`src/rtl/ddr2_host_pkg.sv`:
```
// Shared definitions for the dram_controller host-port master: state encoding
// and default bus widths matching the controller's address/data ports.
package ddr2_host_pkg;

  localparam int ADDR_W_DEF = 23;
  localparam int DATA_W_DEF = 8;

  typedef enum logic [2:0] {
    WAIT_INIT,
    IDLE,
    SETUP,
    WAIT_BUSY,
    WAIT_DONE,
    RELEASE
  } state_t;

endpackage

```
`src/rtl/ddr2_host_port_master.sv`:
```
// Turns a valid/ready byte request stream into the CEb/WEb/ready handshake of
// dram_controller's SRAM-style port, with setup/recovery spacing and timeouts.
module ddr2_host_port_master
  import ddr2_host_pkg::*;
#(
  parameter int ADDR_W       = ADDR_W_DEF,
  parameter int DATA_W       = DATA_W_DEF,
  parameter int SETUP_CYC    = 1,
  parameter int RECOVERY_CYC = 2,
  parameter int TIMEOUT_CYC  = 1024
) (
  input  logic              clk,
  input  logic              reset,
  input  logic              init_done,
  input  logic              req_valid,
  output logic              req_ready,
  input  logic              req_we,
  input  logic [ADDR_W-1:0] req_addr,
  input  logic [DATA_W-1:0] req_wdata,
  output logic              rsp_valid,
  output logic [DATA_W-1:0] rsp_rdata,
  output logic              rsp_err,
  output logic              CEb,
  output logic              WEb,
  output logic [ADDR_W-1:0] addr,
  output logic [DATA_W-1:0] dout,
  output logic              dout_oe,
  input  logic [DATA_W-1:0] din,
  input  logic              ready
);

  // Wide enough for the timeout budget and for the 4-bit setup/recovery loads.
  localparam int CNT_W = ($clog2(TIMEOUT_CYC + 1) > 4) ? $clog2(TIMEOUT_CYC + 1) : 4;

  localparam logic [CNT_W-1:0] SETUP_LD    = CNT_W'(SETUP_CYC);
  localparam logic [CNT_W-1:0] RECOVERY_LD = CNT_W'(RECOVERY_CYC);
  localparam logic [CNT_W-1:0] TIMEOUT_LD  = CNT_W'(TIMEOUT_CYC);

  state_t           state;
  logic [CNT_W-1:0] cnt;
  logic             last_tick;
  logic             done_hit;
  logic             timeout_hit;

  // Phases are loaded with N and end on the edge where the count reads 1,
  // so each phase lasts exactly N cycles.
  assign last_tick   = (cnt == CNT_W'(1));
  assign done_hit    = (state == WAIT_DONE) && ready;
  assign timeout_hit = last_tick &&
                       (((state == WAIT_BUSY) && ready) ||
                        ((state == WAIT_DONE) && !ready));

  assign req_ready = (state == IDLE) && init_done && ready;

  // NOTE: every register here is state, so all updates use non-blocking
  // assignments; later assignments in the same edge override earlier defaults.
  always_ff @(posedge clk) begin
    if (reset) begin
      state     <= WAIT_INIT;
      cnt       <= '0;
      CEb       <= 1'b1;
      WEb       <= 1'b1;
      addr      <= '0;
      dout      <= '0;
      dout_oe   <= 1'b0;
      rsp_valid <= 1'b0;
      rsp_rdata <= '0;
      rsp_err   <= 1'b0;
    end else begin
      rsp_valid <= 1'b0;
      rsp_err   <= 1'b0;
      if (cnt != '0) cnt <= cnt - 1'b1;

      case (state)
        WAIT_INIT: if (init_done) state <= IDLE;
        IDLE: begin
          if (!init_done) begin
            state <= WAIT_INIT;
          end else if (req_valid && ready) begin
            addr <= req_addr;
            WEb  <= ~req_we;
            if (req_we) begin
              dout    <= req_wdata;
              dout_oe <= 1'b1;
            end
            cnt   <= SETUP_LD;
            state <= SETUP;
          end
        end
        SETUP: begin
          if (last_tick) begin
            CEb   <= 1'b0;
            cnt   <= TIMEOUT_LD;
            state <= WAIT_BUSY;
          end
        end
        WAIT_BUSY: begin
          if (!ready) begin
            cnt   <= TIMEOUT_LD;
            state <= WAIT_DONE;
          end
        end
        WAIT_DONE: ;
        RELEASE:   if (last_tick) state <= IDLE;
        default:   state <= WAIT_INIT;
      endcase

      // Normal completion and timeout abort share the bus release sequence.
      if (done_hit || timeout_hit) begin
        rsp_valid <= 1'b1;
        rsp_err   <= timeout_hit;
        rsp_rdata <= (done_hit && WEb) ? din : '0;
        CEb       <= 1'b1;
        WEb       <= 1'b1;
        dout_oe   <= 1'b0;
        cnt       <= RECOVERY_LD;
        state     <= RELEASE;
      end
    end
  end

endmodule

```
`config.mk`:
```
export PLATFORM = sky130hd
export DESIGN_NAME = ddr2_host_port_master
export DESIGN_NICKNAME = d
export VERILOG_FILES = /design/src/rtl/ddr2_host_pkg.sv /design/src/rtl/ddr2_host_port_master.sv
export SDC_FILE = /design/constraint.sdc
export NUM_CORES = 1
export LEC_CHECK = 0
export ABC_AREA = 1
export CAP_MARGIN = 20
export CORE_MARGIN = 5
export CORE_UTILIZATION = 45
export CTS_BUF_LIST = sky130_fd_sc_hd__clkbuf_16
export DETAILED_ROUTE_END_ITERATION = 8
export HOLD_SLACK_MARGIN = 0.06
export PLACE_DENSITY = 0.78
export SYNTH_ARGS = -nofsm -noshare
export SYNTH_HDL_FRONTEND = slang
export SYNTH_SLANG_ARGS = --single-unit
```
`constraint.sdc`:
```
create_clock -name clk -period 4.3 [get_ports clk]
set_clock_uncertainty 0.1 [all_clocks]
set_input_delay 1.29 -clock clk [delete_from_list [all_inputs] [get_ports clk]]
set_output_delay 1.29 -clock clk [all_outputs]
set_load 0.02 [all_outputs]
```
# Yosys cells after proc, flatten, opt, wreduce, memory -nomap -nowiden
# Cells that the tools add are included.
totals:
  input_bits: 45
  ff_bits: 58
  out_inout_bits: 45
op_classes:
  reduce_logical: 20
  addsub: 1
  bitwise_logic: 3
  n_eq_ne: 17
  muxes: 17
op_table:
  columns: ["operator", "n"]
  rows:
  - ["2-to-1 mux 11 bit", 5]
  - ["one-hot mux 11 bit (3 select lines)", 1]
  - ["2-to-1 mux 3 bit", 7]
  - ["one-hot mux 3 bit (6 select lines)", 1]
  - ["AND reduction 6 bit", 2]
  - ["equality test 11 x 1 -> 1 bit (second input constant)", 1]
  - ["nonzero test 11 bit", 1]
  - ["subtractor 11 x 1 -> 11 bit (second input constant)", 1]
  - ["inequality test 3 bit (second input constant)", 3]
  - ["logical AND 1 bit", 8]
  - ["2-to-1 mux 8 bit", 1]
  - ["inequality test 2 bit (second input constant)", 4]
  - ["equality test 3 x 2 -> 1 bit (second input constant)", 2]
  - ["equality test 3 bit (second input constant)", 2]
  - ["inequality test 3 x 2 -> 1 bit (second input constant)", 2]
  - ["inequality test 4 x 2 -> 1 bit (second input constant)", 1]
  - ["AND reduction 4 bit", 1]
  - ["OR reduction 2 bit", 2]
  - ["equality test 3 x 1 -> 1 bit (second input constant)", 1]
  - ["zero test 3 bit", 1]
  - ["NOT 1 bit", 3]
  - ["AND reduction 3 bit", 1]
  - ["logical OR 1 bit", 2]
  - ["2-to-1 mux 2 bit", 1]
  - ["other kinds (4)", 4]

# Longest topological paths before layout
logic_depth:
  word_depth: 7
  depth_mapped: 12
  mapped_depth_nobuf: 12

# Least setup slack after synthesis
# Ideal clock, no wire load.
synth_path:
  kind: "input -> output"
  startpoint: "in init_done"
  endpoint: "out req_ready"
  path_stages: 2
  path_buffers: 0
  setup_slack_ns: 1.184
  arrival_time_ns: 1.726
  cell_sequence: "nand4_2 -> nor2_1"
synth_via:
  elab_chain_cells: 2
synth_rtl:
  columns: ["item", "line_no", "source"]
  rows:
  - ["start: declaration", "ddr2_host_port_master.sv:14", "input logic init_done,"]
  - ["logical AND 1 bit (2 in a row)", "ddr2_host_port_master.sv:53", "assign req_ready = (state == IDLE) && init_done && ready;"]
  - ["end: declaration", "ddr2_host_port_master.sv:16", "output logic req_ready,"]
# No other way between the ends.

# Worst setup path after layout
# Same ends and word-level chain as after synthesis.

==> results.py <==
metrics = {
    "timing": {
        "holdWs_ns": 0.345,
        "worst_pin_slew_ns": 0.723,
        "fin_crit_ns": 4.04,
        "fmax_mhz": 247,
        "report.final.slew_viol_count": 0,
        "hold_viol_final": 0,
        "setup_violations": 0,
        "final.period_utilization_pct": 94.0,
        "slew_headroom_pct": 51.7,
        "rsz0062_at_grt": "no",
        "setup_tns_ns": 0,
    },
    "finish": {
        "finish.utilization_pct": 69.1,
        "fin_nets": 471,
        "fillCellCount": 440,
        "regArea_mm2": 0.00116,
        "final_cell_mix": "clkdlybuf4s50_1 (89), nor2_1 (77), dfxtp_1 (58)",
        "syn_to_final_growth_pct": 50.3,
        "multiInputGateArea_mm2": 0.00119,
        "drive_gt1_share_pct": 10.3,
        "final_common_cell": "clkdlybuf4s50_1",
        "n_antenna_cell": 0,
    },
    "run_status": {
        "status": "complete, no violations",
    },
    "floorplanning": {
        "die-area_mm2": 0.00719,
        "die_y_um": 84.8,
        "start_util_pct": 46.0,
        "row_count": 27,
        "io_pins": 90,
        "die_w_um": 84.8,
        "fp.coreArea_mm2": 0.00547,
    },
    "route": {
        "met3_length_um": 676,
        "via_count": 2494,
        "avgViaCountPerCell": 4.99,
        "routed.top_layer": "met4",
        "wl_per_cell_um": 13.6,
        "wl_met2_mm": 3.19,
        "drc": 0,
        "wl_mm": 6.78,
        "drtIter0Drc": 123,
        "first_pass_iters": 4,
        "ant_nets": 0,
        "drt-met1-wl_mm": 2.79,
    },
    "power": {
        "power.switching_mw": 0.754,
        "p_sw_share_pct": 34.9,
        "pwr_density_cell_mw_per_mm2": 571,
        "intPower_mw": 1.40,
        "peakVddDrop_mv": 0.316,
        "seqPwrFrac_pct": 31.2,
        "power.share.clock_pct": 34.0,
        "p_leak_nw": 1.62,
        "comb_power_share_pct": 34.9,
    },
    "logic_synthesis": {
        "synth_warnings": 0,
        "synthTopCellsByArea": "dfxtp_1 (46%), nor2_1 (11%), o21ai_0 (6.2%)",
        "async_flop_share_pct": 0,
        "synth_top_area_share_pct": 46.1,
        "syn_avg_cell_area_um2": 7.62,
        "synth_fp_nets": 378,
        "ys_seq_area_share_pct": 46.1,
        "ys_types": 30,
        "synth_top_area_cell": "dfxtp_1",
        "synth_edf_count": 0,
        "ys.flop_type": "dfxtp_1",
        "syn-instance-count": 330,
        "synth_area_mm2": 0.00252,
        "ys_seq_elements": 58,
    },
    "critical_path": {
        "r2r_end": "addr[3]",
        "timing.reg2reg.setup_slack_ns": 1.99,
        "worst_r2r_path_depth": 6,
        "critPathLaunch": "init_done",
        "crit_path_max_fanout": 4,
        "worst-setup-path-type": "in2out",
        "worstSetupEndpointType": "primary output",
        "endpoint": "req_ready",
        "required_ns": 2.91,
        "r2r-start": "state[1]",
        "cp-start-kind": "input port",
        "critPathArrivalTime_ns": 2.65,
    },
    "cts": {
        "clk_latency_ns": 0.32,
        "clk_pin_slew_ns": 0.05,
        "cts-root-buf": "clkbuf_16",
        "post_cts_resize_count": 0,
        "cts_sinks": 58,
        "cts_buffers": 9,
        "htreeDepth": 3,
        "postCtsSetupBuffers": 0,
        "cts_tree": "done",
        "clockBufferDepth": 2,
        "hold_buffers": 0,
    },
    "global_routing": {
        "grt_max_degree": 26,
        "grt_first_pass_wirelength_mm": 11.2,
        "grt_pass1_vias": 2462,
        "grtUsageTotal_pct": 19.2,
        "antenna_found_initial": 0,
        "overflow": 0,
    },
    "placement": {
        "place_hpwl_mm": 4.67,
        "port_buffers": 89,
        "globalplace.congestion": 0.787,
    },
    "min_path": {
        "hp-class": "reg2reg",
    },
    "job": {
        "max_cap_viol_count": 0,
    },
}
-- layout make-up --
type / count / share of cell area, %
Clock inverter: 7 / 2.22
Clock buffer: 9 / 5.95
Sequential cell: 58 / 30.7
Multi-Input combinational cell: 231 / 31.4
Inverter: 30 / 2.98
Tap cell: 72 / 2.38
Timing Repair Buffer: 93 / 24.3
-- metrics by stage --
stage                     power [mW]  setup slack [ns]  std cells  instance area (um^2)
after floorplan                 1.22              1.18        330                  2520
after global placement          1.40             0.265        484                  3470
after detailed placement        1.42             0.253        484                  3470
after CTS                       2.16             0.243        500                  3780
after global routing            2.29             0.180        500                  3780
final                           2.16             0.257        500                  3780
-- flip-flops by register name (all words and copies together), names as in the netlist --
register,flops
rsp_valid,1
addr,23
CEb,1
dout_oe,1
rsp_err,1
dout,8
cnt,11
state,3
rsp_rdata,8
WEb,1
-- routing by layer --
layer / vias up / global-route usage (%)
met4: 0 / 7.34
li1: 1263 / -
met3: 13 / 8.93
met2: 84 / 31.5
met5: - / 0
met1: 1134 / 21.8
-- kinds of logic after synthesis --
logic type / count (synthesis) / share of synthesized area, %
buf+inv: 41 / 6.61
simple gates: 167 / 31.6
fa+ha+maj: 3 / 1.49
xor+xnor: 6 / 2.09
flops: 58 / 46.1
compound gates: 55 / 12.1
-- Yosys cell counts (3+ instances only) --
master,number
a21oi_1,14
xor2_1,5
clkbuf_1,5
nand4_1,3
ha_1,3
inv_1,22
nand2_1,41
o21ai_0,31
dfxtp_1,58
nor2_2,3
inv_2,8
nor3_2,6
buf_2,4
nor2_1,77
nand3_1,25
a22oi_1,8
-- critical path, stage by stage --
cell and delay (ns):
clkdlybuf4s50_1 0.49, nand4_2 0.15, nor2_1 0.11, clkdlybuf4s50_1 0.60
-- worst min-delay path by stage --
stage	to	slack [ns]	cells after the start	start
after floorplan	dout_oe	0.42	2	dout_oe
after global routing	dout_oe	0.37	2	dout_oe
final	dout_oe	0.34	2	dout_oe
after CTS	dout_oe	0.35	2	dout_oe
after global placement	dout_oe	0.33	2	dout_oe
after detailed placement	dout_oe	0.34	2	dout_oe
-- power by group through the flow --
stage	registers (mW)	logic (mW)	clock network (mW)
finish	0.673	0.753	0.733
global route	0.678	0.840	0.768
CTS	0.672	0.752	0.741
detailed placement	0.679	0.738	0
global placement	0.675	0.728	0
floorplan	0.695	0.526	0
Note: power is estimated with default switching activity, not from simulation.
